[src/rtl/alu_reg_pkg.sv]
// Shared types and default sizes for the alu_reg_seq register/ALU sequencer.
package alu_reg_pkg;

    localparam int DATA_W_DEF  = 8;
    localparam int REG_CNT_DEF = 4;

    typedef enum logic [2:0] {
        OP_MOV = 3'b000,
        OP_ADD = 3'b001,
        OP_SUB = 3'b010,
        OP_AND = 3'b011,
        OP_OR  = 3'b100,
        OP_XOR = 3'b101,
        OP_NOT = 3'b110,
        OP_NOP = 3'b111
    } op_e;

    typedef enum logic [1:0] {
        ST_IDLE  = 2'd0,
        ST_READ  = 2'd1,
        ST_EXEC  = 2'd2,
        ST_WRITE = 2'd3
    } state_e;

endpackage

[src/rtl/alu_reg_file.sv]
// REG_CNT x DATA_W register file: one write port, combinational reads for
// operand A, operand B and debug.
module alu_reg_file #(
    parameter int DATA_W  = 8,
    parameter int REG_CNT = 4,
    localparam int AW     = $clog2(REG_CNT)
) (
    input  logic              clk,
    input  logic              rst,
    input  logic              we,
    input  logic [AW-1:0]     waddr,
    input  logic [DATA_W-1:0] wdata,
    input  logic [AW-1:0]     raddr_a,
    output logic [DATA_W-1:0] rdata_a,
    input  logic [AW-1:0]     raddr_b,
    output logic [DATA_W-1:0] rdata_b,
    input  logic [AW-1:0]     raddr_dbg,
    output logic [DATA_W-1:0] rdata_dbg
);

    logic [DATA_W-1:0] regs [REG_CNT];

    always_ff @(posedge clk or posedge rst) begin
        if (rst) begin
            for (int i = 0; i < REG_CNT; i++) regs[i] <= '0;
        end else if (we) begin
            regs[waddr] <= wdata;
        end
    end

    assign rdata_a   = regs[raddr_a];
    assign rdata_b   = regs[raddr_b];
    assign rdata_dbg = regs[raddr_dbg];

endmodule

[src/rtl/alu_reg_seq.sv]
// Four-state (IDLE/READ/EXEC/WRITE) ALU sequencer over a small register file.
// Define ALU_REG_SEQ_FLAGS_EN to add the flag_c / flag_z outputs.
module alu_reg_seq
    import alu_reg_pkg::*;
#(
    parameter int DATA_W  = DATA_W_DEF,
    parameter int REG_CNT = REG_CNT_DEF,
    localparam int AW     = $clog2(REG_CNT)
) (
    input  logic              clk,
    input  logic              rst,
    input  logic              req_valid,
    output logic              req_ready,
    input  logic [2:0]        req_op,
    input  logic [AW-1:0]     req_src_a,
    input  logic [AW-1:0]     req_src_b,
    input  logic [AW-1:0]     req_dst,
    output logic              done,
    output logic [DATA_W-1:0] result,
    input  logic [AW-1:0]     dbg_addr,
    output logic [DATA_W-1:0] dbg_data
`ifdef ALU_REG_SEQ_FLAGS_EN
    ,
    output logic              flag_c,
    output logic              flag_z
`endif
);

    state_e            state;
    op_e               op_q;
    logic [AW-1:0]     src_a_q, src_b_q, dst_q;
    logic [DATA_W-1:0] opa, opb, rd_a, rd_b;
    logic [DATA_W:0]   alu_w, alu_q;
    logic              we;

    assign req_ready = (state == ST_IDLE);
    assign we        = (state == ST_WRITE) && (op_q != OP_NOP);

    alu_reg_file #(.DATA_W(DATA_W), .REG_CNT(REG_CNT)) u_rf (
        .clk       (clk),
        .rst       (rst),
        .we        (we),
        .waddr     (dst_q),
        .wdata     (alu_q[DATA_W-1:0]),
        .raddr_a   (src_a_q),
        .rdata_a   (rd_a),
        .raddr_b   (src_b_q),
        .rdata_b   (rd_b),
        .raddr_dbg (dbg_addr),
        .rdata_dbg (dbg_data)
    );

    // Bit DATA_W carries the ADD carry-out, or the SUB borrow (set when A < B).
    always_comb begin
        alu_w = '0;
        case (op_q)
            OP_MOV:  alu_w = {1'b0, opa};
            OP_ADD:  alu_w = {1'b0, opa} + {1'b0, opb};
            OP_SUB:  alu_w = {1'b0, opa} - {1'b0, opb};
            OP_AND:  alu_w = {1'b0, opa & opb};
            OP_OR:   alu_w = {1'b0, opa | opb};
            OP_XOR:  alu_w = {1'b0, opa ^ opb};
            OP_NOT:  alu_w = {1'b0, ~opa};
            default: alu_w = '0;
        endcase
    end

    always_ff @(posedge clk or posedge rst) begin
        if (rst) begin
            state   <= ST_IDLE;
            op_q    <= OP_NOP;
            src_a_q <= '0;
            src_b_q <= '0;
            dst_q   <= '0;
            opa     <= '0;
            opb     <= '0;
            alu_q   <= '0;
            done    <= 1'b0;
            result  <= '0;
        end else begin
            done <= 1'b0;
            case (state)
                ST_IDLE: if (req_valid) begin
                    op_q    <= op_e'(req_op);
                    src_a_q <= req_src_a;
                    src_b_q <= req_src_b;
                    dst_q   <= req_dst;
                    state   <= ST_READ;
                end
                ST_READ: begin
                    opa   <= rd_a;
                    opb   <= rd_b;
                    state <= ST_EXEC;
                end
                ST_EXEC: begin
                    alu_q <= alu_w;
                    state <= ST_WRITE;
                end
                ST_WRITE: begin
                    done   <= 1'b1;
                    result <= alu_q[DATA_W-1:0];
                    state  <= ST_IDLE;
                end
                default: state <= ST_IDLE;
            endcase
        end
    end

`ifdef ALU_REG_SEQ_FLAGS_EN
    always_ff @(posedge clk or posedge rst) begin
        if (rst) begin
            flag_c <= 1'b0;
            flag_z <= 1'b0;
        end else if (we) begin
            flag_z <= (alu_q[DATA_W-1:0] == '0);
            if (op_q == OP_ADD || op_q == OP_SUB) flag_c <= alu_q[DATA_W];
        end
    end
`else
    logic unused_carry;
    assign unused_carry = alu_q[DATA_W];
`endif

endmodule

[config.mk]
export PLATFORM = sky130hd
export DESIGN_NAME = alu_reg_seq
export DESIGN_NICKNAME = d
export VERILOG_FILES = /design/src/rtl/alu_reg_pkg.sv /design/src/rtl/alu_reg_file.sv /design/src/rtl/alu_reg_seq.sv
export SDC_FILE = /design/constraint.sdc
export NUM_CORES = 1
export LEC_CHECK = 0
export CAP_MARGIN = 10
export CORE_MARGIN = 3
export CORE_UTILIZATION = 66
export CTS_BUF_LIST = sky130_fd_sc_hd__clkbuf_8
export DETAILED_ROUTE_END_ITERATION = 16
export PLACE_DENSITY_LB_ADDON = 0.12
export SETUP_SLACK_MARGIN = 0.5
export SLEW_MARGIN = 20
export SYNTH_ARGS = -nofsm -noshare
export SYNTH_HDL_FRONTEND = slang
export SYNTH_SLANG_ARGS = --single-unit
[constraint.sdc]
create_clock -name clk -period 7.4 [get_ports clk]
set_input_delay 1.48 -clock clk [delete_from_list [all_inputs] [get_ports clk]]
set_output_delay 1.48 -clock clk [all_outputs]
set_load 0.05 [all_outputs]
# After elaboration in Yosys (flattened, before gate mapping)
# Cells that the tools add are included.
# word_totals
out_inout_bits,18
in_bits,14
regBits,76
word_cells,61
# op_classes
bitwise,8
n_eq_ne,11
n_reduce_logical,5
order_cmp,5
n_addsub,2
mux,16
# op_table
op,n
2-to-1 mux 8 bit,7
one-hot mux 8 bit (7 select lines),1
binary-select mux 8 bit (select 2 bit),3
bitwise mux 32 bit,1
demux 8 bit (select 2 bit),1
greater-or-equal comparator 3 bit (second input constant),4
inverter 2 -> 3 bit,4
equality test 3 bit (second input constant),3
adder 8 bit,1
AND 8 bit,1
inverter 8 bit,1
OR 8 bit,1
one-hot mux 2 bit (4 select lines),1
subtractor 8 bit,1
XOR 8 bit,1
equality test 3 x 2 -> 1 bit (second input constant),2
equality test 2 bit (second input constant),2
equality test 3 x 1 -> 1 bit (second input constant),1
logical NOT 3 bit,1
< comparator 3 x 1 -> 1 bit (second input constant),1
inequality test 3 bit (second input constant),1
equality test 2 x 1 -> 1 bit (second input constant),1
logical AND 1 bit,2
logical NOT 2 bit,1
other kinds (4),4

# Longest topological paths before layout
# Gate-level depths: netlist of the first run.
# logic_depth
depth_word,6
mapped_depth,10
mapped_depth_nobuf,10

# By module
# Synthesis of the first run repeated with hierarchy kept, for this count alone.
# unflattened
hier_cells,377
hier_area_um2,4524.3
# modules_own_cells
module,instances,seq_area_each_um2,area_each_um2,cells_each
alu_reg_seq,1,1104.8,2737.6,278
alu_reg_file,1,800.8,1786.7,99

# Worst setup path after synthesis of the first run
# OpenSTA, ideal clock, no wires.
# synth_path
kind,input port to output port
from,input dbg_addr[0]
to,output dbg_data[0]
path_slack_ps,3296
t_required_ps,5920
path_buffers,1
stages,2
arrival_time_ps,2624
path_cell_list,clkbuf_1 > mux4_2
# synth_between
elab_chain_len,4
# synth_lines
item,line,text
from (decl),alu_reg_seq.sv:20,"input logic [AW-1:0] dbg_addr,"
inverter 2 -> 3 bit (not written as such),alu_reg_file.sv:33,assign rdata_dbg = regs[raddr_dbg];
binary-select mux 8 bit (select 2 bit),alu_reg_file.sv:33,
2-to-1 mux 8 bit (not written as such) (2 in series),alu_reg_file.sv:33,
to (decl),alu_reg_seq.sv:21,output logic [DATA_W-1:0] dbg_data
# No other way between the ends. The select of a mux whose other input is x is not followed.

# Worst setup path after layout of the first run
# layout_path
from,input dbg_addr[0]
to,output dbg_data[1]
# The elaborated chain is that of the path after synthesis.

==> results.md, run 1 <==
- GRT Util Overall: approximately 28%
- Iter 0 DRT Violations: 296
- Cell family with most CP delay: buffers and inverters
- Via-to-Cell Ratio: approximately 6.6
- Post-route setup TNS: 0 ns
- Row cnt: 29
- Area of the multi-input gates: 2410 um2
- Fmax: 195 MHz
- Bufs on Longest Clock Path: 2
- Routed wire length: 9.91 mm
- Mapped Area: around 4500 um2
- Worst path cell trace: clkdlybuf4s50_1 > mux4_2 > clkdlybuf4s50_1
- Vias in the first global route: approximately 3200
- Root Buffer: clkbuf_8
- Final Cycle Share: between 60% and 70%
- RSZ-0062 raised after global routing: no
- Pre-Repair DR Iteration Count: 6
- Clock-pin slew on the worst setup and hold paths: 0.08 ns
- GRT Residual Overflow: 0
- Drt wl/cell: 20.2 um
- Post_cts resized: 0
- Final setup skew: 0.00636 ns
- Tmin final: 5.12 ns
- Seq. cell area: between 1500 and 2000 um2
- Final Wtd Congestion: 0.874
- Min-delay worst type: register to register
- Die W: 88.5 um
- CTS sink count: 76
- Slew @ Worst Pin: 0.941 ns
- Post-synthesis sequential area ratio: 42.4%
- Worst path most repeated cell: clkdlybuf4s50_1
- WP data arrival: 3.64 ns
- CP max-delay cell: clkdlybuf4s50_1
- Die Y: 88.5 um
- Yosys Warn Count: 0
- Post-CTS Repair Setup Buffers: 0
- Clk_lat worst skew: 0.36 ns
- Core area: about 6500 um2
- FF-to-FF Start: op_q[1]$_DFFE_PP1P_
- DR DRC count: 0
- Max-cap viol count: 0
- Setup Viol. Count Final: 0
- # hold bufs at CTS: 0
- Buf+Inv Stages, Crit Path: 2
- EDFF count, synth: 0
- Pin count of the biggest net entering global routing: 77
- Nets@finish: 452
- CTS Buf Count: 9
- Syn Area/Cell: 11.7 um2
- # diodes: 0
- Max FO, Critical Path: 8
- Source of the worst hold timing path: result[7]$_DFFE_PP0P_
- Worst Setup End Kind: primary output
- Synth Register Bits: 76
- Fraction of layout cells with a size suffix above 1: 22.2%
- Final slew viol count: 0
- Filler cell count in the final layout: 393
- Setup crit start kind: primary input
- Global-route wire length before repair: about 16 mm
- Full die area: between 7000 and 8000 um2
- Routed Antenna Nets: 0
- CTS H-tree lvls: 3
- Area Growth Syn to Fin: 12.3%
- WP data required: 5.92 ns
- Top FF cell, synth: dfrtp_1
- Detailed Place HPWL: 6.89 mm
- Input/output buffers: 31
- Final Hold Fails: 0
- Synth cell types: 43
- Syn Inst Count: 384
- CTS tree: yes
- Critical path class: primary input to primary output
- R2R setup slack: 3.96 ns
- Critical path startpoint: dbg_addr[0]
- Slew headroom: a little under two fifths
- DR vias: around 3200
- Syn_nets: 427
- Async SR Flop Fraction: 100%
- Outcome: finished clean
- I/O pins: 32
- Slowest stage delay, CP: 0.84 ns
- Initial antenna violation count: 0
- Initial core utilization: 69.6%
==> layout make-up <==
class                      instances  area share (%)
inverter                          28            2.08
multi-input combinational        262            47.7
tap                               77            1.91
sequential                        76            37.8
clock inverter                     7            1.81
clock buffer                       9            2.45
timing repair buffer              32            6.30
==> stage by stage <==
| stage | hold WS, ns | area [um2] | setup slack, ns | utilization (%) | instances |
|---|---|---|---|---|---|
| final | 0.508 | 5050 | 2.28 | 78.1 | 491 |
| after global routing | 0.531 | 5050 | 2.18 | 78.1 | 491 |
| after CTS | 0.514 | 5050 | 2.24 | 78.1 | 491 |
| after detailed placement | 0.495 | 4830 | 2.26 | 74.8 | 475 |
| after global placement | 0.489 | 4830 | 2.28 | 74.8 | 475 |
| after floorplan | 0.477 | 4490 | 3.30 | - | 384 |
==> registers in the layout, summed over array words and instances, names as in the netlist <==
signal	count
src_b_q	2
alu_q	8
opb	8
done	1
dst_q	2
state	2
opa	8
src_a_q	2
u_rf.regs	32
op_q	3
result	8
==> cell usage after synthesis, types with 2 or more instances <==
cell	instances	area (um2)
dfrtp_1	73	1830
mux2_2	44	495
nand2_1	30	113
ha_1	28	350
inv_1	28	105
o21ai_0	26	130
mux4_2	24	541
nor2_1	17	63.8
a21oi_1	15	75.1
xnor2_1	10	87.6
clkbuf_1	9	33.8
mux2i_1	9	90.1
buf_2	7	35.0
a221oi_1	5	43.8
a31oi_1	5	31.3
a22oi_1	4	30.0
nand2b_1	4	25.0
nand3_1	4	20.0
o211ai_1	4	30.0
o21a_1	4	30.0
dfstp_2	3	78.8
nor2b_1	3	18.8
a211o_1	2	17.5
buf_1	2	7.51
nand3b_1	2	15.0
nor3b_1	2	15.0
o22ai_1	2	12.5
o31ai_1	2	15.0
o32a_1	2	20.0
==> kinds of logic (layout without fill, tap and decap cells) <==
kind of cell    after synthesis  after routing  synth area share [%]
buf+inv                      46             76                  4.04
simple gates                 67             67                  7.07
xor+xnor                     10             10                  1.95
compound gates               78             78                  11.0
mux                          78             78                  25.3
flops                        76             76                  42.4
fa+ha+maj                    29             29                  8.24
==> layout by cell type (no fill, tap or decap), drive strengths merged, types with 10 or more instances in the layout <==
master         instances
a21oi                 15
ha                    28
clkdlybuf4s50         31
inv                   28
nand2                 30
dfrtp                 73
mux4                  24
xnor2                 10
mux2                  45
o21ai                 27
nor2                  17
==> worst register-to-register path: cells and delay by family (launching register included) <==
kind                       cells  cell delay (ns)
and+or+nand+nor                2             0.89
adders and majority gates      1             0.45
muxes                          2             0.61
AOI/OAI and AO/OA              3             0.57
DFF                            1             0.86
==> metal layers <==
metal	vias to the layer above	part of all wire [%]	GRT usage (%)
met3	22	6.2	5.49
met1	1615	44	38.7
met4	0	2.3	9.75
met5	-	0	0
met2	144	48	44.9
li1	1451	-	-
==> worst paths after layout <==
path,endpoint,cells past startpoint
max,dbg_data[1],3
min reg2reg,result[7]$_DFFE_PP0P_,1
max reg2reg,alu_q[4]$_DFFE_PP0P_,8
min in group asynchronous,u_rf.regs[8]$_DFFE_PP0P_,3
max in group asynchronous,u_rf.regs[29]$_DFFE_PP0P_,3
min,result[7]$_DFFE_PP0P_,1
Power of run 1 is not shown: default switching activity piles up to over one toggle a cycle in this logic, so the estimate is an artifact.
==> run 2, diff against run 1 <==
CORE_UTILIZATION = 61   (was 66)
clock period = 4.99 ns   (was 7.4 ns; I/O delays follow)
==> results.md, run 2 (synthesized netlist as in run 1, its figures left out) <==
- R2R setup slack: 1.59 ns (-2.37 ns)
- Die Y: 91.8 um (+3.7%)
- CP max-delay cell: clkdlybuf4s50_1
- Core area: 6980 um2 (+8.1%)
- Final Wtd Congestion: 0.850 (-2.8%)
- CTS tree: yes
- Tmin final: 4.14 ns
- Vias in the first global route: 3299 (+3.8%)
- # hold bufs at CTS: 0 (unchanged)
- Slew headroom: 33.0% (-4.3 points)
- Worst reg2reg path depth: 8 (unchanged)
- Post_cts resized: 0 (unchanged)
- Global-route wire length before repair: 16.7 mm (+2.8%)
- Nets@finish: 452 (unchanged)
- Clock-pin slew on the worst setup and hold paths: 0.08 ns (about the same)
- Hold Path Depth: 1 (unchanged)
- Final Cycle Share: 83.0%
- DR DRC count: 0 (unchanged)
- Full die area: 8430 um2 (+7.6%)
- CTS sink count: 76 (unchanged)
- Input/output buffers: 31 (unchanged)
- Max FO, Critical Path: 8 (unchanged)
- Initial core utilization: 64.4% (-5.2 points)
- # diodes: 0 (unchanged)
- Slew @ Worst Pin: 1.00 ns (+0.0629 ns)
- Critical path class: primary input to primary output
- Final setup skew: 0.00962 ns (+0.00326 ns)
- Drt wl/cell: 19.6 um (-2.9%)
- RSZ-0062 raised after global routing: no
- Most common cell after layout, fill and taps aside: dfrtp_1
- Pre-Repair DR Iteration Count: 4 (-2)
- Worst Setup End Kind: primary output
- I/O pins: 32 (unchanged)
- Row cnt: 30 (+3.4%)
- WP data arrival: 3.14 ns (-0.50 ns)
- DR vias: 3168 (-2.0%)
- Root Buffer: clkbuf_8
- Max-cap viol count: 0 (unchanged)
- Worst path cell trace: clkdlybuf4s50_1 > mux4_2 > clkdlybuf4s50_1
- Detailed Place HPWL: 7.02 mm (+1.8%)
- Setup crit start kind: primary input
- Post-route setup TNS: 0 ns (unchanged)
- Cell family with most CP delay: buffers and inverters
- Die W: 91.8 um (+3.7%)
- Final slew viol count: 0 (unchanged)
- FF-to-FF Start: op_q[1]$_DFFE_PP1P_
- Filler cell count in the final layout: 528 (+34%)
- Area of the multi-input gates: 2410 um2 (unchanged)
- Area Growth Syn to Fin: 12.1%
- Most frequent cells in the layout: dfrtp_1, mux2_2, clkdlybuf4s50_1, nand2_1, ha_1
- CTS H-tree lvls: 3 (unchanged)
- Register with the most flip-flops: u_rf.regs
- Critical path startpoint: dbg_addr[0]
- Initial antenna violation count: 0 (unchanged)
- Worst path most repeated cell: clkdlybuf4s50_1
- Max reg flops: 32 (unchanged)
- WP data required: 3.99 ns (-1.93 ns)
- Routed wire length: 10.0 mm (+0.87%)
- Slowest stage delay, CP: 0.83 ns (about the same)
- Fmax: 241 MHz
- Min-delay worst type: register to register
- Via-to-Cell Ratio: 6.21 (-5.6%)
- Bufs on Longest Clock Path: 2 (unchanged)
- Seq. cell area: 1910 um2 (unchanged)
- GRT Util Overall: 25.7% (-2.3 points)
- Outcome: finished clean
- Buf+Inv Stages, Crit Path: 2 (unchanged)
- Clk_lat worst skew: 0.35 ns (about the same)
- Fraction of layout cells with a size suffix above 1: 22.2% (unchanged)
- CTS Buf Count: 9 (unchanged)
- Source of the worst hold timing path: result[0]$_DFFE_PP0P_
- Final Hold Fails: 0 (unchanged)
- Post-CTS Repair Setup Buffers: 0 (unchanged)
- Setup Viol. Count Final: 0 (unchanged)
- Iter 0 DRT Violations: 203 (-31%)
- GRT Residual Overflow: 0 (unchanged)
- Crit. path cell count: 3 (unchanged)
- Pin count of the biggest net entering global routing: 49 (-36%)
- Routed Antenna Nets: 0 (unchanged)
## run 2: cell count changes in the layout (fill, tap and decap cells not counted)
cell / before / now
bufinv_16: 2 / 0
clkinv_4: 1 / 0
clkbuf_8: 9 / 10
clkinvlp_4: 1 / 3
inv_6: 0 / 2
clkinv_2: 3 / 1
## run 2: stage by stage
step / utilization, % / hold WS (ns) / std cells / worst slack [ns] / area, um2
floorplan: - / 0.477 / 384 / 1.85 / 4490
global placement: 69.6 / 0.490 / 494 / 0.821 / 4860
detailed placement: 69.6 / 0.499 / 494 / 0.825 / 4860
CTS: 72.2 / 0.519 / 510 / 0.819 / 5040
global route: 72.2 / 0.534 / 510 / 0.755 / 5040
finish: 72.2 / 0.517 / 510 / 0.848 / 5040
## run 2: path summary, 6_finish.rpt
| check | endpoint |
|---|---|
| min reg2reg | result[0]$_DFFE_PP0P_ |
| max | dbg_data[4] |
| max in group asynchronous | result[5]$_DFFE_PP0P_ |
| min | result[0]$_DFFE_PP0P_ |
| min in group asynchronous | result[2]$_DFFE_PP0P_ |
| max reg2reg | alu_q[4]$_DFFE_PP0P_ |
## run 2: final cells by class
| type | count | area share [%] |
|---|---|---|
| Multi-Input combinational cell | 262 | 47.8 |
| Clock buffer | 10 | 2.73 |
| Inverter | 28 | 2.09 |
| Sequential cell | 76 | 37.8 |
| Timing Repair Buffer | 32 | 6.31 |
| Clock inverter | 6 | 0.894 |
| Tap cell | 96 | 2.38 |
## run 2: worst register-to-register path, delay by kind of cell (launching register included)
kind            cells  cell delay (ns)
mux                 2             0.61
fa+ha+maj           1             0.43
compound gates      3             0.56
simple gates        2             0.87
flops               1             0.85
## run 2: metal layers
layer | share of wire, % | GRT usage, % | vias up
li1 | - | - | 1453
met1 | 45 | 36.0 | 1585
met2 | 47 | 40.0 | 114
met3 | 6.0 | 6.15 | 16
met4 | 1.5 | 8.17 | 0
met5 | 0 | 0 | -
Power of run 2 is left out for the same reason.
